**src/rtl/spi_cmd_ram_v2.sv**
```systemverilog
// Single-port command RAM behind the SPI slave.
// Decodes 2-bit command prefixes into address loads, writes and held reads.
module spi_cmd_ram_v2 #(
  parameter int DATA_W    = 8,
  parameter int ADDR_W    = 8,
  parameter int MEM_DEPTH = 256,
  parameter int AUTO_INC  = 1
) (
  input  logic              clk,
  input  logic              rst,
  input  logic              rx_valid,
  output logic              rx_ready,
  input  logic [DATA_W+1:0] din,
  output logic [DATA_W-1:0] dout,
  output logic              tx_valid,
  input  logic              tx_ready,
  output logic              err
);

  typedef enum logic {IDLE, HOLD} state_t;

  localparam logic [1:0] C_WA = 2'b00;
  localparam logic [1:0] C_WD = 2'b01;
  localparam logic [1:0] C_RA = 2'b10;
  localparam logic [1:0] C_RD = 2'b11;

  localparam logic [ADDR_W-1:0] LAST = ADDR_W'(MEM_DEPTH - 1);
  localparam logic [ADDR_W:0] DEPTH = (ADDR_W+1)'(MEM_DEPTH);

  state_t state;

  logic [DATA_W-1:0] mem [MEM_DEPTH];
  logic [ADDR_W-1:0] wr_addr;
  logic [ADDR_W-1:0] rd_addr;

  logic [1:0]        cmd;
  logic [DATA_W-1:0] payload;
  logic              accept;
  logic              wr_ok;
  logic              rd_ok;
  logic              inc;

  assign cmd      = din[DATA_W+1:DATA_W];
  assign payload  = din[DATA_W-1:0];
  assign rx_ready = !rst && !tx_valid;
  assign accept   = rx_valid && rx_ready;
  assign wr_ok    = {1'b0, wr_addr} < DEPTH;
  assign rd_ok    = {1'b0, rd_addr} < DEPTH;
  assign inc      = (AUTO_INC != 0);

  function automatic logic [ADDR_W-1:0] next_addr(
    input logic [ADDR_W-1:0] a
  );
    return (a == LAST) ? '0 : a + ADDR_W'(1);
  endfunction

  // Storage has no reset; only the write port touches it.
  always_ff @(posedge clk) begin
    if (accept && cmd == C_WD && wr_ok)
      mem[wr_addr] <= payload;
  end

  always_ff @(posedge clk) begin
    if (rst) begin
      state    <= IDLE;
      dout     <= '0;
      tx_valid <= 1'b0;
      err      <= 1'b0;
      wr_addr  <= '0;
      rd_addr  <= '0;
    end else begin
      err <= 1'b0;
      case (state)
        IDLE: begin
          if (accept) begin
            case (cmd)
              C_WA: wr_addr <= payload[ADDR_W-1:0];
              C_WD: begin
                if (!wr_ok)
                  err <= 1'b1;
                else if (inc)
                  wr_addr <= next_addr(wr_addr);
              end
              C_RA: rd_addr <= payload[ADDR_W-1:0];
              C_RD: begin
                state    <= HOLD;
                tx_valid <= 1'b1;
                if (!rd_ok) begin
                  dout <= '0;
                  err  <= 1'b1;
                end else begin
                  dout <= mem[rd_addr];
                  if (inc)
                    rd_addr <= next_addr(rd_addr);
                end
              end
              default: ;
            endcase
          end
        end
        HOLD: begin
          if (tx_ready) begin
            tx_valid <= 1'b0;
            state    <= IDLE;
          end
        end
        default: state <= IDLE;
      endcase
    end
  end

endmodule

```
**config.mk**
```make
export PLATFORM = sky130hd
export DESIGN_NAME = spi_cmd_ram_v2
export DESIGN_NICKNAME = d
export VERILOG_FILES = /design/src/rtl/spi_cmd_ram_v2.sv
export SDC_FILE = /design/constraint.sdc
export NUM_CORES = 2
export LEC_CHECK = 0
export ABC_AREA = 1
export ABC_CLOCK_PERIOD_IN_PS = 2800
export BUFFER_PORTS_ARGS = -buffer_cell sky130_fd_sc_hd__buf_4
export CAP_MARGIN = 20
export CORE_AREA = 5 5 409 411
export DETAILED_ROUTE_END_ITERATION = 10
export DIE_AREA = 0 0 414 416
export PLACE_DENSITY_LB_ADDON = 0.2
export SLEW_MARGIN = 30
export SYNTH_ARGS = -nofsm -noshare
export SYNTH_HDL_FRONTEND = slang
export SYNTH_SLANG_ARGS = --single-unit
export TNS_END_PERCENT = 100
```
**constraint.sdc**
```tcl
create_clock -name clk -period 2.8 [get_ports clk]
set_clock_uncertainty 0.2 [all_clocks]
set_input_delay 0.14 -clock clk [delete_from_list [all_inputs] [get_ports clk]]
set_output_delay 0.14 -clock clk [all_outputs]
set_load 0.05 [all_outputs]
```
## Word-level counts from Yosys, hierarchy flattened

Memories as Yosys holds them, arrays and structs flattened. A register that Yosys moved wholly into a read port is not among the register bits.
Cells that the tools add are included.

| cells by class | value |
|---|---|
| reduce and logical (&&, ||, !) cells | 12 |
| add/subtract/negate cells | 2 |
| bitwise logic cells | 1 |
| multiplexer cells | 14 |
| eq/ne operators | 8 |

Operators by type and width:

| kind | count |
|---|---|
| $pmux W8 S2 | 2 |
| $add A8 B1 Y8 const B | 2 |
| $eq A8 B8 Y1 const B | 2 |
| $mux W8 | 2 |
| $reduce_and A3 Y1 | 4 |
| $mux W1 | 8 |
| $eq A2 B2 Y1 const B | 2 |
| $ne A2 B2 Y1 const B | 2 |
| $pmux W1 S2 | 2 |
| $reduce_bool A2 Y1 | 2 |
| $logic_and A1 B1 Y1 | 3 |
| $eq A2 B1 Y1 const B | 1 |
| $logic_not A1 Y1 | 2 |
| $logic_not A2 Y1 | 1 |
| $ne A2 B1 Y1 const B | 1 |
| $not A1 Y1 | 1 |

| storage, ports and cells | value |
|---|---|
| flip-flop bits (word level) | 18 |
| memory bits (writable) | 2048 |
| word-level logic and storage cells | 42 |
| output and inout bits | 11 |
| input port bits | 14 |
| memories | 1 |

Memory list:

| memory | words | width | rd ports | clocked after memory_dff | wr ports | RTL line | text |
|---|---|---|---|---|---|---|---|
| mem | 256 | 8 | 1 | 1 | 1 | 32 | `logic [DATA_W-1:0] mem [MEM_DEPTH];` |

## Longest topological paths before layout

| logic depth | value |
|---|---|
| word-level depth | 6 |
| gate-level depth with buffers | 16 |
| depth with buffers taken out | 13 |

## Least setup slack after synthesis

Ideal clock, no wire load.

| timing | value |
|---|---|
| path kind | flip-flop to flip-flop |
| start | reg tx_valid |
| end | mem mem[105][0], enable pin |
| data arrival time | 2684 ps |
| setup time | 370 ps |
| stages on the path, launching flop included | 9 |
| required time | 2230 ps |
| setup slack | -454 ps |
| buffers on the path | 1 |
| clock period less this slack | 3254 ps |
| cells stage by stage | dfxtp_1 -> nor2_1 -> nand2_1 -> nor2_2 -> inv_1 -> nor2_1 -> nand2_2 -> buf_2 -> nor2_1 |

| between the ends | value |
|---|---|
| cells in the longest elaborated chain, start to end | 6 |

RTL lines:

| element | RTL line | text |
|---|---|---|
| start, declared | 15 | `output logic tx_valid,` |
| start signal, assigned | 67 | `tx_valid <= 1'b0;` |
| start signal, assigned | 87 | `tx_valid <= 1'b1;` |
| start signal, assigned | 103 | `tx_valid <= 1'b0;` |
| $logic_not A1 Y1 | 45 | `assign rx_ready = !rst && !tx_valid;` |
| $logic_and A1 B1 Y1 | 45 |  |
| via rx_ready | 12 | `output logic rx_ready,` |
| $logic_and A1 B1 Y1 | 46 | `assign accept = rx_valid && rx_ready;` |
| $logic_and A1 B1 Y1 | 59 | `if (accept && cmd == C_WD && wr_ok)` |
| $mux W1 | 59 |  |
| $mux W1 (not written as such) | 60 | `mem[wr_addr] <= payload;` |
| end, declared | 32 |  |

The timed path passes the listed nets, and every way through them passes these cells.

==> results.py <==
metrics = {
    "placed_design": {
        "place.detailed.hpwl_mm": 148,
        "port_buffers": 23,
        "dp_worst_setup_slack_ns": -0.281,
        "final_weighted_congestion_in_routability_driven_placement": 0.891,
    },
    "worst_setup_path": {
        "critical-path-max-stage-delay_ns": 0.51,
        "r2r-start": "rd_addr[0]$_SDFFE_PP0P_",
        "cp_cell_sequence": "buf_4 -> nand2_1 -> buf_12 -> buf_4 -> or2_2 -> nand3_1 -> nand3_1 -> nand3_1 -> nand3_1 -> nand2_1 -> nor2_2 -> nor2_4 -> a21oi_1",
        "cp.arrival_ns": 3.37,
        "required_time_worst_endpoint_ns": 3.32,
        "r2r_end": "dout[7]$_SDFFE_PP0P_",
        "critPathSlowestCell": "dfxtp_4",
        "worstPathMaxFanout": 22,
        "most_repeated_library_cell_on_the_critical_path": "nand3_1",
        "critPathLaunchType": "flip-flop",
        "ff2ff_path_depth": 13,
        "cpLargestDelayFamily": "simple AND/OR/NAND/NOR gates",
        "cp-end-kind": "flip-flop",
        "critical_path_class": "flip-flop to flip-flop",
        "regToRegSetupSlack_ns": -0.05,
        "worstPathBufferInverterCount": 3,
    },
    "routing": {
        "wl_per_cell_um": 23.6,
        "first_iter_violations": 7715,
        "drc": 0,
        "firstDrtPassIters": 8,
        "routed_wl_mm": 249,
        "antenna_left": 0,
        "vias_per_cell": 5.75,
        "route.vias.total": 60654,
    },
    "pwr": {
        "power_density_nw_per_um2": 648,
        "power_leakage_uw": 0.0383,
        "max-vdd-ir-drop_mv": 0.660,
    },
    "min_path": {
        "holdPathEnd": "mem[45][7]$_DFFE_PP_",
        "hold_path_startpoint": "din[7]",
        "min_delay_path_depth": 2,
        "path_type_of_the_worst_min_delay_path": "primary input to flip-flop",
    },
    "layout": {
        "multiInputGateArea_um2": 20900,
        "most_common_cell_after_layout_fill_and_taps_aside": "edfxtp_1",
        "nNetsFinal": 8204,
        "area.growth.synth_to_final_pct": 16.4,
        "post_route_cells_drive_above_1_share_pct": 14.6,
        "fillCellCount": 12836,
        "final-seq-area_um2": 62000,
        "final_cell_mix": "2048 x edfxtp_1, 1854 x nand2_1, 1220 x nand3_1",
    },
    "sta": {
        "final-max-slew-violation-count": 0,
        "maxSlewHeadroom_pct": 35.1,
        "setup-violations-final": 4,
        "part_of_the_cycle_the_worst_path_needs_pct": 102,
        "max_clock_freq_ghz": 0.350,
        "hold_viol_final": 0,
        "finalWorstPathRequiredPeriod_ns": 2.85,
        "timing.final.ws_setup_ns": -0.0538,
        "worst-slew-pin-transition_ns": 0.974,
        "rsz_0062_raised_after_global_routing": "yes",
        "setup_tns_ns": -0.135,
    },
    "cts": {
        "htreeDepth": 4,
        "tritoncts_num_sinks": 2074,
        "cts_made_buffers": 207,
        "cts.reportedPaths.clkPinSlew_ns": 0.06,
        "clock_latency_ns": 0.85,
        "clock_path_buffers": 3,
        "cts.root.buffer_cell": "clkbuf_16",
        "cts_tree": "done",
    },
    "global_route": {
        "grt_remaining_overflow": 0,
        "largest_net_degree_at_the_start_of_global_routing": 95,
        "global_route.usage.total_pct": 28.3,
        "number_of_antenna_violations_at_the_first_check_in_global_routing": 6,
        "grt_first_pass_wirelength_mm": 369,
        "grt_pass1_vias": 57715,
    },
    "synthesis": {
        "syn_area_per_cell_um2": 11.2,
        "synth_seq_cells": 2074,
        "synth_nets": 7803,
        "post_syn_area_um2": 87400,
        "synth-seq-area-share_pct": 71.0,
        "netlist_instances": 7784,
        "yosys_warnings": 0,
        "synthDistinctLibCells": 32,
    },
    "die": {
        "die_h_um": 416,
        "core_area_um2": 164000,
        "floorplan.initialDensity_pct": 53.4,
        "die_width_um": 414,
        "num_rows": 149,
        "die_area_um2": 172000,
        "ios": 25,
    },
    "run": {
        "cap_violations": 0,
    },
    "outcome": {
        "run_status": "finished with violations",
        "failed_checks": "setup timing",
    },
}
what timing repair did:
item	in CTS	in global routing
hold buffers	19	0
setup endpoints to repair	8	8
buffers inserted	3	15
pin swaps	3	3
hold endpoints to repair	2051	0
gates resized for setup	26	66
gates cloned	5	4
power by group:
group	total, uW	switching [uW]	leakage (uW)	internal (uW)
sequential	34100	36.5	0.0186	34100
clock	27200	11800	0.00321	15400
combinational	4470	3130	0.0165	1340
total	65800	15000	0.0383	50900
cell usage after synthesis:
library cell,n,area share [%]
buf_2,181,1.0
ha_1,5,0.072
o32ai_1,1,0.010
a221oi_1,9,0.090
a211oi_1,2,0.017
nand3b_1,1,0.0086
nand3_1,1264,7.2
a21oi_1,46,0.26
nand2_1,1870,8.0
nor3_1,4,0.023
conb_1,1,0.0043
xor2_1,2,0.020
clkinv_1,4,0.017
nand2_2,4,0.029
buf_1,57,0.24
o21ai_0,254,1.5
a31oi_1,5,0.036
buf_6,19,0.24
nor2_2,3,0.021
dfxtp_1,26,0.60
buf_4,32,0.28
a22oi_1,1,0.0086
inv_2,4,0.017
inv_1,653,2.8
clkbuf_1,193,0.83
nor2_1,704,3.0
o211ai_1,164,1.4
or2_2,158,1.1
a211o_1,1,0.010
o21ai_1,41,0.23
edfxtp_1,2048,70
o211ai_2,27,0.39
kinds of logic (layout without fill, tap and decap cells):
group	count (synthesis)	count (layout)	share of synthesized area, %
adder cells (fa/ha/maj)	5	5	0.0716
other	1	5	0.00429
AO/OA/AOI/OAI	551	551	3.92
XOR/XNOR	2	2	0.0201
flip-flops	2074	2074	71.0
buffers and inverters	1143	1714	5.47
AND/OR/NAND/NOR	4008	4008	19.5
final cells by class:
cell class / count / share of cell area (%)
Inverter: 661 / 2.47
Clock inverter: 126 / 1.16
Antenna cell: 4 / 0.00985
Tap cell: 2189 / 2.69
Sequential cell: 2074 / 61.0
Clock buffer: 253 / 5.35
Multi-Input combinational cell: 4567 / 20.5
Timing Repair Buffer: 674 / 6.74
sequential cells by signal (all words and copies together) (netlist names):
register / cells
tx_valid: 1
rd_addr: 8
wr_addr: 8
dout: 8
mem: 2048
state: 1
worst max path at each step:
stage	startpoint	endpoint	cells past startpoint
3_3_place_gp	rd_addr[0]$_SDFFE_PP0P_	dout[7]$_SDFFE_PP0P_	13
3_5_place_dp	rd_addr[0]$_SDFFE_PP0P_	dout[2]$_SDFFE_PP0P_	16
4_1_cts	rd_addr[0]$_SDFFE_PP0P_	dout[3]$_SDFFE_PP0P_	14
2_1_floorplan	tx_valid$_SDFFE_PP0P_	mem[105][0]$_DFFE_PP_	8
6_report	rd_addr[0]$_SDFFE_PP0P_	dout[7]$_SDFFE_PP0P_	13
5_1_grt	rd_addr[0]$_SDFFE_PP0P_	dout[4]$_SDFFE_PP0P_	16
stage by stage:
step | cells | util (%) | instance area (um^2) | total power, uW | hold slack (ns)
detailed placement | 10121 | 57.4 | 94000 | 39000 | 0.272
global placement | 10121 | 57.4 | 94000 | 39000 | 0.268
finish | 10548 | 62.1 | 102000 | 65800 | 0.114
CTS | 10527 | 61.8 | 101000 | 66000 | 0.0572
floorplan | 7784 | - | 87400 | 36900 | 0.0389
global route | 10544 | 62.1 | 102000 | 67700 | 0.0921
routing by layer:
layer  global-route usage [%]  up-vias  wire (um)
met1                     39.6    29552      98300
met4                     10.7        4      10300
met3                     4.93      525      24400
met5                        0        -         26
li1                         -    27466          -
met2                     44.8     3107     116000
No activity file was read; power rests on OpenSTA's default activity.
